`src/rtl/key_event_queue.sv`:
```
// key_event_queue
//   Turns raw PS/2 set-2 scan-code bytes into key events and queues them
//   for a CPU.
//   The queued event format is {break, ext, code[7:0]}.
//   Prefixes handled:
//     E0        extended key
//     F0        break (key release)
//     E1 ...    Pause sequence
//   Receiver replies and error bytes are filtered out.
//
// Ports
//   Clock          sole clock, rising edge
//   Reset          synchronous, active-high
//   PS2scan_ready  one-cycle strobe qualifying PS2scan_code
//   PS2scan_code   raw scan-code byte
//   Pop            CPU read strobe, removes the head event
//   ClearOverflow  clears the sticky Overflow flag
//   EventData      head event, forced to zero while the queue is empty
//   Valid          queue non-empty
//   Count          number of queued events (0..DEPTH)
//   Overflow       sticky: an event was dropped because the queue was full
//
// Parser states
//   IDLE    | no prefix pending
//   EXT     | E0 seen
//   BRK     | F0 seen
//   EXT_BRK | E0 and F0 seen
//   PAUSE   | discarding the tail of an E1 Pause sequence
module key_event_queue #(
  parameter int DEPTH      = 8,
  parameter int PAUSE_SKIP = 7
) (
  input  logic                       Clock,
  input  logic                       Reset,
  input  logic                       PS2scan_ready,
  input  logic [7:0]                 PS2scan_code,
  input  logic                       Pop,
  input  logic                       ClearOverflow,
  output logic [9:0]                 EventData,
  output logic                       Valid,
  output logic [$clog2(DEPTH):0]     Count,
  output logic                       Overflow
);

  localparam int AW  = $clog2(DEPTH);
  localparam int CW  = AW + 1;
  localparam int SKW = (PAUSE_SKIP < 2) ? 1 : $clog2(PAUSE_SKIP + 1);

  typedef enum logic [2:0] {IDLE, EXT, BRK, EXT_BRK, PAUSE} state_t;

  state_t           state_q, state_d;
  logic [SKW-1:0]   skip_q, skip_d;
  logic             push;
  logic [9:0]       push_data;

  logic [9:0]       mem [DEPTH];
  logic [AW-1:0]    head_q, tail_q;
  logic [CW-1:0]    count_q;
  logic             ovf_q;

  logic             full, empty, do_pop, do_push, drop;

  // Bytes that are receiver replies or errors rather than key codes.
  function automatic logic is_filtered(input logic [7:0] b);
    case (b)
      8'h00, 8'hAA, 8'hEE, 8'hFA, 8'hFC, 8'hFD, 8'hFE, 8'hFF: return 1'b1;
      default:                                                  return 1'b0;
    endcase
  endfunction

  always_ff @(posedge Clock) begin
    if (Reset) begin
      state_q <= IDLE;
      skip_q  <= '0;
    end else begin
      state_q <= state_d;
      skip_q  <= skip_d;
    end
  end

  always_comb begin
    state_d   = state_q;
    skip_d    = skip_q;
    push      = 1'b0;
    push_data = '0;
    if (PS2scan_ready) begin
      unique case (state_q)
        IDLE: begin
          if (PS2scan_code == 8'hE0) begin
            state_d = EXT;
          end else if (PS2scan_code == 8'hF0) begin
            state_d = BRK;
          end else if (PS2scan_code == 8'hE1) begin
            state_d = PAUSE;
            skip_d  = SKW'(PAUSE_SKIP);
          end else if (!is_filtered(PS2scan_code)) begin
            push      = 1'b1;
            push_data = {2'b00, PS2scan_code};
          end
        end
        EXT: begin
          if (PS2scan_code == 8'hF0) begin
            state_d = EXT_BRK;
          end else if (PS2scan_code == 8'hE0) begin
            state_d = EXT;
          end else if (PS2scan_code == 8'h12) begin
            // Fake shift emitted around extended keys; never a real event.
            state_d = IDLE;
          end else begin
            push      = 1'b1;
            push_data = {2'b01, PS2scan_code};
            state_d   = IDLE;
          end
        end
        BRK: begin
          if (PS2scan_code == 8'hE0) begin
            state_d = EXT_BRK;
          end else if (PS2scan_code != 8'hF0) begin
            push      = 1'b1;
            push_data = {2'b10, PS2scan_code};
            state_d   = IDLE;
          end
        end
        EXT_BRK: begin
          if (PS2scan_code == 8'h12) begin
            state_d = IDLE;
          end else if (PS2scan_code != 8'hF0 && PS2scan_code != 8'hE0) begin
            push      = 1'b1;
            push_data = {2'b11, PS2scan_code};
            state_d   = IDLE;
          end
        end
        PAUSE: begin
          if (skip_q <= SKW'(1)) begin
            // Pause is reported as extended code 0x77 once its tail is consumed.
            skip_d    = '0;
            push      = 1'b1;
            push_data = 10'h177;
            state_d   = IDLE;
          end else begin
            skip_d = skip_q - SKW'(1);
          end
        end
        default: state_d = IDLE;
      endcase
    end
  end

  assign full    = (count_q == CW'(DEPTH));
  assign empty   = (count_q == '0);
  assign do_pop  = Pop && !empty;
  // A pop in the same cycle frees the slot, so a full queue still accepts the push.
  assign do_push = push && (!full || do_pop);
  assign drop    = push && full && !do_pop;

  always_ff @(posedge Clock) begin
    if (do_push) mem[tail_q] <= push_data;
  end

  always_ff @(posedge Clock) begin
    if (Reset) begin
      head_q  <= '0;
      tail_q  <= '0;
      count_q <= '0;
      ovf_q   <= 1'b0;
    end else begin
      if (do_push) tail_q <= tail_q + AW'(1);
      if (do_pop)  head_q <= head_q + AW'(1);
      if (do_push && !do_pop)      count_q <= count_q + CW'(1);
      else if (do_pop && !do_push) count_q <= count_q - CW'(1);
      // A drop coinciding with a clear wins so no loss goes unreported.
      ovf_q <= (ovf_q && !ClearOverflow) || drop;
    end
  end

  assign Valid     = !empty;
  assign Count     = count_q;
  assign Overflow  = ovf_q;
  assign EventData = empty ? 10'h000 : mem[head_q];

endmodule

```
`config.mk`:
```
export PLATFORM = sky130hd
export DESIGN_NAME = key_event_queue
export DESIGN_NICKNAME = d
export VERILOG_FILES = /design/src/rtl/key_event_queue.sv
export SDC_FILE = /design/constraint.sdc
export NUM_CORES = 1
export LEC_CHECK = 0
export CAP_MARGIN = 20
export CELL_PAD_IN_SITES_DETAIL_PLACEMENT = 1
export CELL_PAD_IN_SITES_GLOBAL_PLACEMENT = 2
export CORE_ASPECT_RATIO = 1.4
export CORE_MARGIN = 1
export CORE_UTILIZATION = 49
export CTS_CLUSTER_SIZE = 12
export DETAILED_ROUTE_END_ITERATION = 8
export DONT_BUFFER_PORTS = 1
export MAX_ROUTING_LAYER = met4
export PLACE_DENSITY_LB_ADDON = 0.1
export SETUP_SLACK_MARGIN = 0.05
export SLEW_MARGIN = 20
export SYNTH_ARGS = -nofsm -noshare
export SYNTH_HDL_FRONTEND = slang
export SYNTH_SLANG_ARGS = --single-unit
```
`constraint.sdc`:
```
create_clock -name Clock -period 5.15 [get_ports Clock]
set_clock_uncertainty 0.1 [all_clocks]
set_input_delay 1.03 -clock Clock [delete_from_list [all_inputs] [get_ports Clock]]
set_output_delay 1.03 -clock Clock [all_outputs]
set_load 0.01 [all_outputs]
```
==> results.yml, run 1 <==
critical_path:
  crit_path_max_fanout: 15
  worst_setup_path_start_kind: "flip-flop"
  required_ns: 5.33
  critPathKind: "flip-flop to flip-flop"
  worstSetupEndpointType: "flip-flop"
  crit_arrival_ns: 3.87
  rrSetupSlack_ns: 1.45
yosys:
  synth-xor-area-share: 0.00974
  synth-compound-area-share: 0.0782
  synth_common_cells: "80 x edfxtp_1, 28 x nor2_1, 20 x dfxtp_1, 20 x mux4_2, 13 x a21oi_1"
  synth-simple-area-share: 0.116
  muxShareOfSynthArea: 0.132
  synth_edf_count: 80
  synthArstFlopShare: 0
  synthCells: 298
  synth.avg_cell_area_um2: 15.1
  post-synth-top-area-cell: "edfxtp_1"
  ys_warn_count: 0
  synth_area_um2: 4490
  synth.top_cell.area_share: 0.535
  synth_top_family_by_area: "multiplexers"
  syn-num-nets: 318
  ys_types: 54
  yosys-top-cells-area: "edfxtp_1 53%, mux4_2 10%, dfxtp_1 8.9%, mux2i_1 2.7%, nor2_1 2.3%"
  ys_seq_area_frac: 0.624
  synth_fa_ha_area_frac: 0.0212
  synth-seq-cells: 100
  yosysMostFrequentCell: "edfxtp_1"
  synth_ff_type: "edfxtp_1"
clocking:
  cts_buffers: 9
  clock_sinks: 100
  cts_setup_buffers: 0
  clkLatencyLatePin_ns: 0.35
  cts_htree_levels: 3
  cts_hold_buf: 0
  cts.repair.resized: 0
  cts_tree: "built"
  path_clk_slew_ns: 0.06
  clk_path_buf_depth: 2
  ctsRootBufferMaster: "clkbuf_16"
timing:
  timing.final.crit_share: 0.718
  period_needed_ns: 3.70
  slew-limit-headroom: 0.307
  max_freq_mhz: 270
  slew_viol_final: 0
  setup_viol: 0
  rsz0062_at_grt: "false"
  finalHoldViolations: 0
  setup-tns-final_ns: 0
  tightest_slew_ns: 1.04
  holdWs_ns: 0.388
  worst_slack_ns: 1.45
die:
  initial_core_util: 0.501
  io_pins: 29
  dieArea_um2: 9560
  rows: 41
  core-area_um2: 8980
  fp.dieW_um: 82.9
  die_height_um: 115
global_route:
  grt_pass1_vias: 2657
  antenna_found_initial: 0
  gr-usage-all-layers: 0.219
  grt_max_degree: 24
  grt_pass1_wl_mm: 14.8
  grt_overflow: 0
power:
  seq_power_share: 0.479
  clkPwrFrac: 0.308
  p_total_mw: 2.17
  switching_share: 0.292
  switchingPower_uw: 635
  powerDensity_nw_per_um2: 447
  power_leakage_nw: 1.61
  p_comb_frac: 0.213
  ir_worst_vdd_mv: 0.232
  power_report.internal_total_mw: 1.54
drt:
  drtIter0Drc: 150
  viasPerCell: 6.16
  met2_length_mm: 5.25
  drc: 0
  top_layer_used: "met4"
  m1WireLength_mm: 3.80
  avgRoutedWirePerCell_um: 23.5
  wirelength_mm: 9.58
  drt_pass1_iterations: 4
  route.met3.wl_um: 299
  ant_nets: 0
  num_vias: 2514
layout:
  num_antenna_cells: 0
  num-nets-final: 316
  areaGrowthSynthToFinish_pct: 8.24
  layout-drive-gt1-share: 0.173
  fin_util: 0.542
flow_run:
  drv_cap: 0
place:
  io_buffers: 0
  post-place-ws_ns: 1.15
  dp_hpwl_mm: 6.41
  place_congestion: 0.788
status:
  status: "finished, final reports clean"
hold_path:
  hold_class: "flip-flop to flip-flop"
## registers in the layout, indices dropped and copies added (netlist names), named ones only
signal    count
tail_q        3
state_q       3
head_q        3
Overflow      1
skip_q        3
Count         4
mem          80
## kinds of logic (layout without fill, tap and decap cells)
family | count (synthesis) | in the layout
buffers and inverters | 18 | 21
XOR/XNOR | 5 | 5
multiplexers | 34 | 34
AND/OR/NAND/NOR | 86 | 86
flip-flops | 100 | 100
adder cells (fa/ha/maj) | 7 | 7
AO/OA/AOI/OAI | 48 | 48
## per-layer routing
metal  vias up  global-route usage
met5         -                   -
met4         0               0.102
met3        17              0.0409
met2        42               0.389
met1      1291               0.239
li1       1164                   -
## power groups by stage
stage                     clock network (mW)  logic, mW  registers, mW
final                                  0.669      0.464           1.04
after global routing                   0.710      0.507           1.06
after CTS                              0.681      0.476           1.05
after detailed placement                   0      0.474           1.06
after global placement                     0      0.464           1.06
after floorplan                            0      0.432          0.986
## per-stage QoR
stage / instance area [um2] / std cells
detailed placement: 4570 / 392
finish: 4860 / 408
global placement: 4570 / 392
floorplan: 4490 / 298
global route: 4860 / 408
CTS: 4860 / 408
## cells in the final DEF, fill, tap and decap left out, types with 3 or more instances in the layout
master,synthesis,layout
edfxtp_1,80,80
nor2_1,28,28
nand2_1,12,12
nor2b_1,3,3
and4b_1,5,5
nor3_1,3,3
o21a_1,5,5
clkbuf_16,0,9
a21oi_1,13,13
nand3_1,7,7
nand2b_1,4,4
dfxtp_1,20,19
or3_1,3,3
xor2_1,3,3
mux2i_1,12,12
inv_1,4,4
ha_1,6,6
o21ai_0,8,8
a31oi_1,3,3
mux4_2,20,20
## worst max-delay path, stage by stage (launching register included)
cell	delay, ns
dfxtp_1	0.63
or3b_4	0.48
nor3_4	0.31
a31oi_1	0.15
a21oi_2	0.42
ha_1	0.28
inv_1	0.09
ha_1	0.28
a21o_1	0.18
a21oi_1	0.16
xnor2_1	0.09
or3_1	0.30
a21oi_1	0.15
## layout make-up
| cell class | count | area, um2 |
|---|---|---|
| clock inverters | 5 | 60.1 |
| fillers | 857 | 4110 |
| repair buffers | 1 | 7.51 |
| multi-input cells | 180 | 1610 |
| well taps | 107 | 134 |
| clock buffers | 11 | 233 |
| inverters | 4 | 15.0 |
| flip-flops and latches | 100 | 2800 |
## worst paths after layout
check	startpoint	to	cells after the start
min reg2reg	head_q[1]	head_q[1]	2
max	state_q[2]	Count[3]	12
min	head_q[1]	head_q[1]	2
max reg2reg	state_q[2]	Count[3]	12
No activity file was read; power rests on OpenSTA's default activity.
==> run 2: changes to the inputs <==
Settings changed: CORE_UTILIZATION 49 to 41.
Clock period 5.15 ns to 3.24 ns, I/O delays scaled along.
==> run 2 against run 1 <==
- die area is 19% higher
- clock power rose by 45%
- flip-flop and latch count did not move
- setup slack lost 1.2 ns
- highest routed layer unchanged
- core utilization decreased by 6.0 points
- final area up 4.1%
- critical path depth stayed put
- largest power group unchanged
- total power rose by 56%
- global-route usage fell by 3.2 points
- count of clock-buffer cells in the layout down 2
- combinational power is 81% higher
==> results.yml, run 2 (synthesis gave the netlist of run 1 again) <==
status:
  status: "finished, final reports clean"
layout:
  final_cell_mix: "80 x edfxtp_1, 28 x nor2_1, 21 x buf_4"
  areaGrowthSynthToFinish_pct: 12.7
  num_antenna_cells: 0
  num-nets-final: 336
  fin_util: 0.482
  layout-drive-gt1-share: 0.227
  final_common_cell: "edfxtp_1"
  largest_reg_flops: 80
  top_register: "mem"
timing:
  slew-limit-headroom: 0.520
  setup_viol: 0
  slew_viol_final: 0
  period_needed_ns: 3.01
  worst_slack_ns: 0.231
  finalHoldViolations: 0
  tightest_slew_ns: 0.719
  timing.final.crit_share: 0.929
  rsz0062_at_grt: "false"
  setup-tns-final_ns: 0
  max_freq_mhz: 332
clocking:
  ctsRootBufferMaster: "clkbuf_16"
  cts_tree: "built"
  path_clk_slew_ns: 0.07
  cts_htree_levels: 3
  cts_setup_buffers: 0
  clock_sinks: 100
  cts_buffers: 9
  clk_path_buf_depth: 2
  cts_hold_buf: 0
  clkLatencyLatePin_ns: 0.34
  cts.repair.resized: 0
die:
  die_height_um: 126
  io_pins: 29
  dieArea_um2: 11400
  initial_core_util: 0.427
  rows: 44
  fp.dieW_um: 90.5
  core-area_um2: 10500
critical_path:
  crit_path_max_fanout: 9
  worst_setup_path_start_kind: "flip-flop"
  crit_arrival_ns: 3.18
  worstSetupEndpointType: "flip-flop"
  reg2reg_depth: 12
  required_ns: 3.41
  critPathKind: "flip-flop to flip-flop"
power:
  powerDensity_nw_per_um2: 669
  p_total_mw: 3.39
  power_leakage_nw: 1.71
  ir_worst_vdd_mv: 0.430
global_route:
  gr-usage-all-layers: 0.187
  antenna_found_initial: 0
  grt_pass1_wl_mm: 15.3
  grt_overflow: 0
  grt_max_degree: 24
  grt_pass1_vias: 2780
drt:
  drtIter0Drc: 89
  viasPerCell: 5.60
  drt_pass1_iterations: 4
  avgRoutedWirePerCell_um: 20.9
  num_vias: 2569
  wirelength_mm: 9.58
  drc: 0
  ant_nets: 0
place:
  post-place-ws_ns: 0.0276
  io_buffers: 0
  dp_hpwl_mm: 6.60
  place_congestion: 0.787
hold_path:
  hold_class: "input pin to flip-flop"
  whs_path_depth: 1
flow_run:
  drv_cap: 0
run 2: cell count changes in the layout (fill, tap and decap cells not counted), sizes merged:
| cell | delta |
|---|---|
| bufinv | -1 |
| buf | +20 |
| clkinv | +3 |
| clkbuf | -2 |
run 2: metal layers:
layer,global-route usage,vias up,part of all wire
li1,-,1207,-
met1,0.212,1309,0.42
met2,0.323,33,0.53
met3,0.0344,20,0.020
met4,0.0787,0,0.024
met5,-,-,0
run 2: power breakdown:
group	switching (mW)	internal, mW	leakage, nW	total [mW]
sequential	0.101	1.48	0.909	1.58
combinational	0.451	0.388	0.674	0.839
clock	0.454	0.516	0.131	0.970
run 2: layout make-up:
type,instances,area [um2]
Clock buffer,9,225
Fill cell,1057,5450
Sequential cell,100,2800
Multi-Input combinational cell,180,1650
Clock inverter,7,42.5
Tap cell,138,173
Timing Repair Buffer,21,158
Inverter,4,15.0
run 2: metrics by stage:
stage	cells	hold WS [ns]	area, um2
floorplan	298	0.354	4530
global placement	443	0.364	4800
detailed placement	443	0.373	4800
CTS	459	0.258	5060
global route	459	0.258	5060
finish	459	0.270	5060
run 2: critical path, cell delays in order (launching register included):
cell	delay [ns]
dfxtp_1	0.47
or3b_4	0.46
nor3_4	0.20
a31oi_4	0.07
a21oi_2	0.19
ha_1	0.21
inv_1	0.09
ha_1	0.27
a21o_1	0.18
a21oi_1	0.17
xnor2_1	0.09
or3_1	0.31
a21oi_1	0.14
run 2: final timing paths:
kind           endpoint  slack [ns]  startpoint
max            Count[3]        0.23  state_q[2]
max reg2reg    Count[3]        0.23  state_q[2]
min reg2reg   head_q[1]        0.40   head_q[1]
min          state_q[1]        0.27       Reset
==> run 3: changes to the inputs <==
Settings changed: CORE_UTILIZATION 41 to 30.
==> run 3 against run 2 <==
- wire length up 13%
- via count up 0.54%
- largest power group unchanged
- critical path type unchanged
- fmax up 1.9%
- clock power up 14%
==> results.yml, run 3 (synthesis gave the netlist of run 1 again) <==
timing:
  slew_viol_final: 0
  max_freq_mhz: 339
  finalHoldViolations: 0
  setup_viol: 0
  rsz0062_at_grt: "false"
  timing.final.crit_share: 0.911
  slew-limit-headroom: 0.447
  tightest_slew_ns: 0.829
  setup-tns-final_ns: 0
  period_needed_ns: 2.95
clocking:
  cts_buffers: 9
  path_clk_slew_ns: 0.07
  clock_sinks: 100
  clk_path_buf_depth: 2
  clkLatencyLatePin_ns: 0.34
  cts_tree: "built"
  ctsRootBufferMaster: "clkbuf_16"
  cts_htree_levels: 3
drt:
  viasPerCell: 4.97
  num_vias: 2583
  drc: 0
  ant_nets: 0
  wirelength_mm: 10.8
  drtIter0Drc: 88
  drt_pass1_iterations: 4
  avgRoutedWirePerCell_um: 20.8
die:
  dieArea_um2: 15500
  fp.dieW_um: 105
  io_pins: 29
  initial_core_util: 0.308
  rows: 52
  die_height_um: 147
  core-area_um2: 14600
critical_path:
  worstSetupEndpointType: "flip-flop"
  reg2reg_depth: 12
  crit_path_max_fanout: 8
  rrSetupSlack_ns: 0.29
  critPathKind: "flip-flop to flip-flop"
  required_ns: 3.42
  reg2reg_to: "Count[3]"
  crit_arrival_ns: 3.13
  reg2reg_from: "state_q[0]"
  worst_setup_path_start_kind: "flip-flop"
hold_path:
  hold_class: "input pin to flip-flop"
  min_to: "state_q[2]"
  hp-start: "Reset"
  whs_path_depth: 1
power:
  power_leakage_nw: 1.78
  power_report.internal_total_mw: 2.52
  clkPwrFrac: 0.310
  ir_worst_vdd_mv: 0.286
  switchingPower_mw: 1.09
  p_comb_frac: 0.244
  switching_share: 0.302
  powerDensity_nw_per_um2: 686
  seq_power_share: 0.447
status:
  status: "finished, final reports clean"
layout:
  nFillCells: 1540
  layout-drive-gt1-share: 0.266
  num_antenna_cells: 0
  top_register: "mem"
  areaGrowthSynthToFinish_pct: 16.8
  final_common_cell: "edfxtp_1"
  num-nets-final: 346
  final_cell_mix: "80 x edfxtp_1, 31 x buf_4, 28 x nor2_1"
  final_cell_count_no_fill: 520
  largest_reg_flops: 80
  fin_util: 0.360
place:
  io_buffers: 0
  place_congestion: 0.777
  dp_hpwl_mm: 7.61
  dp_cells: 503
global_route:
  antenna_found_initial: 0
  gr-usage-all-layers: 0.155
  grt_pass1_wl_mm: 17.0
  grt_max_degree: 24
  grt_overflow: 0
  grt_pass1_vias: 2891
flow_run:
  drv_cap: 0
run 3: area by class of cell:
class / count / area (um2) / area share
sequential: 100 / 2800 / 0.534
tap: 189 / 236 / 0.0450
timing repair buffer: 31 / 233 / 0.0443
inverter: 4 / 15.0 / 0.00286
multi-input combinational: 180 / 1660 / 0.315
clock inverter: 7 / 82.6 / 0.0157
clock buffer: 9 / 225 / 0.0429
run 3: worst max-delay path, stage by stage, from the launching register on:
cell	delay [ns]
dfxtp_1	0.38
or3_1	0.44
a21oi_2	0.18
o2111ai_4	0.16
a21oi_2	0.22
ha_2	0.22
inv_1	0.08
ha_1	0.27
a21o_1	0.19
a21oi_2	0.14
xnor2_1	0.08
or3_1	0.30
a21oi_1	0.13
run 3: power by group through the flow:
stage	registers (mW)	clock network (mW)	logic (mW)
CTS	1.62	1.14	0.904
floorplan	1.57	0	0.688
finish	1.61	1.11	0.877
global route	1.63	1.19	0.988
detailed placement	1.65	0	0.901
global placement	1.65	0	0.886
run 3: how the worst max path moves through the flow:
stage | endpoint | startpoint | slack (ns) | depth (start not counted)
after floorplan | Count[3] | PS2scan_code[4] | 0.06 | 14
after global placement | Count[3] | PS2scan_code[0] | 0.11 | 12
after detailed placement | Count[3] | PS2scan_code[0] | 0.08 | 12
after CTS | Count[3] | state_q[2] | 0.17 | 12
after global routing | Count[3] | state_q[0] | 0.08 | 12
final | Count[3] | state_q[0] | 0.29 | 12
run 3: what timing repair did:
| action | 4_1_cts | 5_1_grt |
|---|---|---|
| gates resized for setup | 0 | 3 |
| endpoints found under the setup margin | 0 | 1 |
| setup buffers | 0 | 1 |
| hold buffers | 0 | 0 |
run 3: per-stage QoR:
step | setup WS [ns] | cell area (um2) | hold WS (ns) | power [mW]
global placement | 0.111 | 4930 | 0.375 | 2.53
detailed placement | 0.0769 | 4930 | 0.391 | 2.55
finish | 0.287 | 5250 | 0.254 | 3.60
global route | 0.0796 | 5250 | 0.240 | 3.81
CTS | 0.169 | 5240 | 0.251 | 3.67
floorplan | 0.0600 | 4530 | 0.354 | 2.26
run 3: layer usage:
metal,track usage,up-vias,share of wire
li1,-,1227,-
met4,0.0585,0,0.018
met1,0.172,1313,0.41
met5,-,-,0
met3,0.0177,14,0.018
met2,0.284,29,0.56
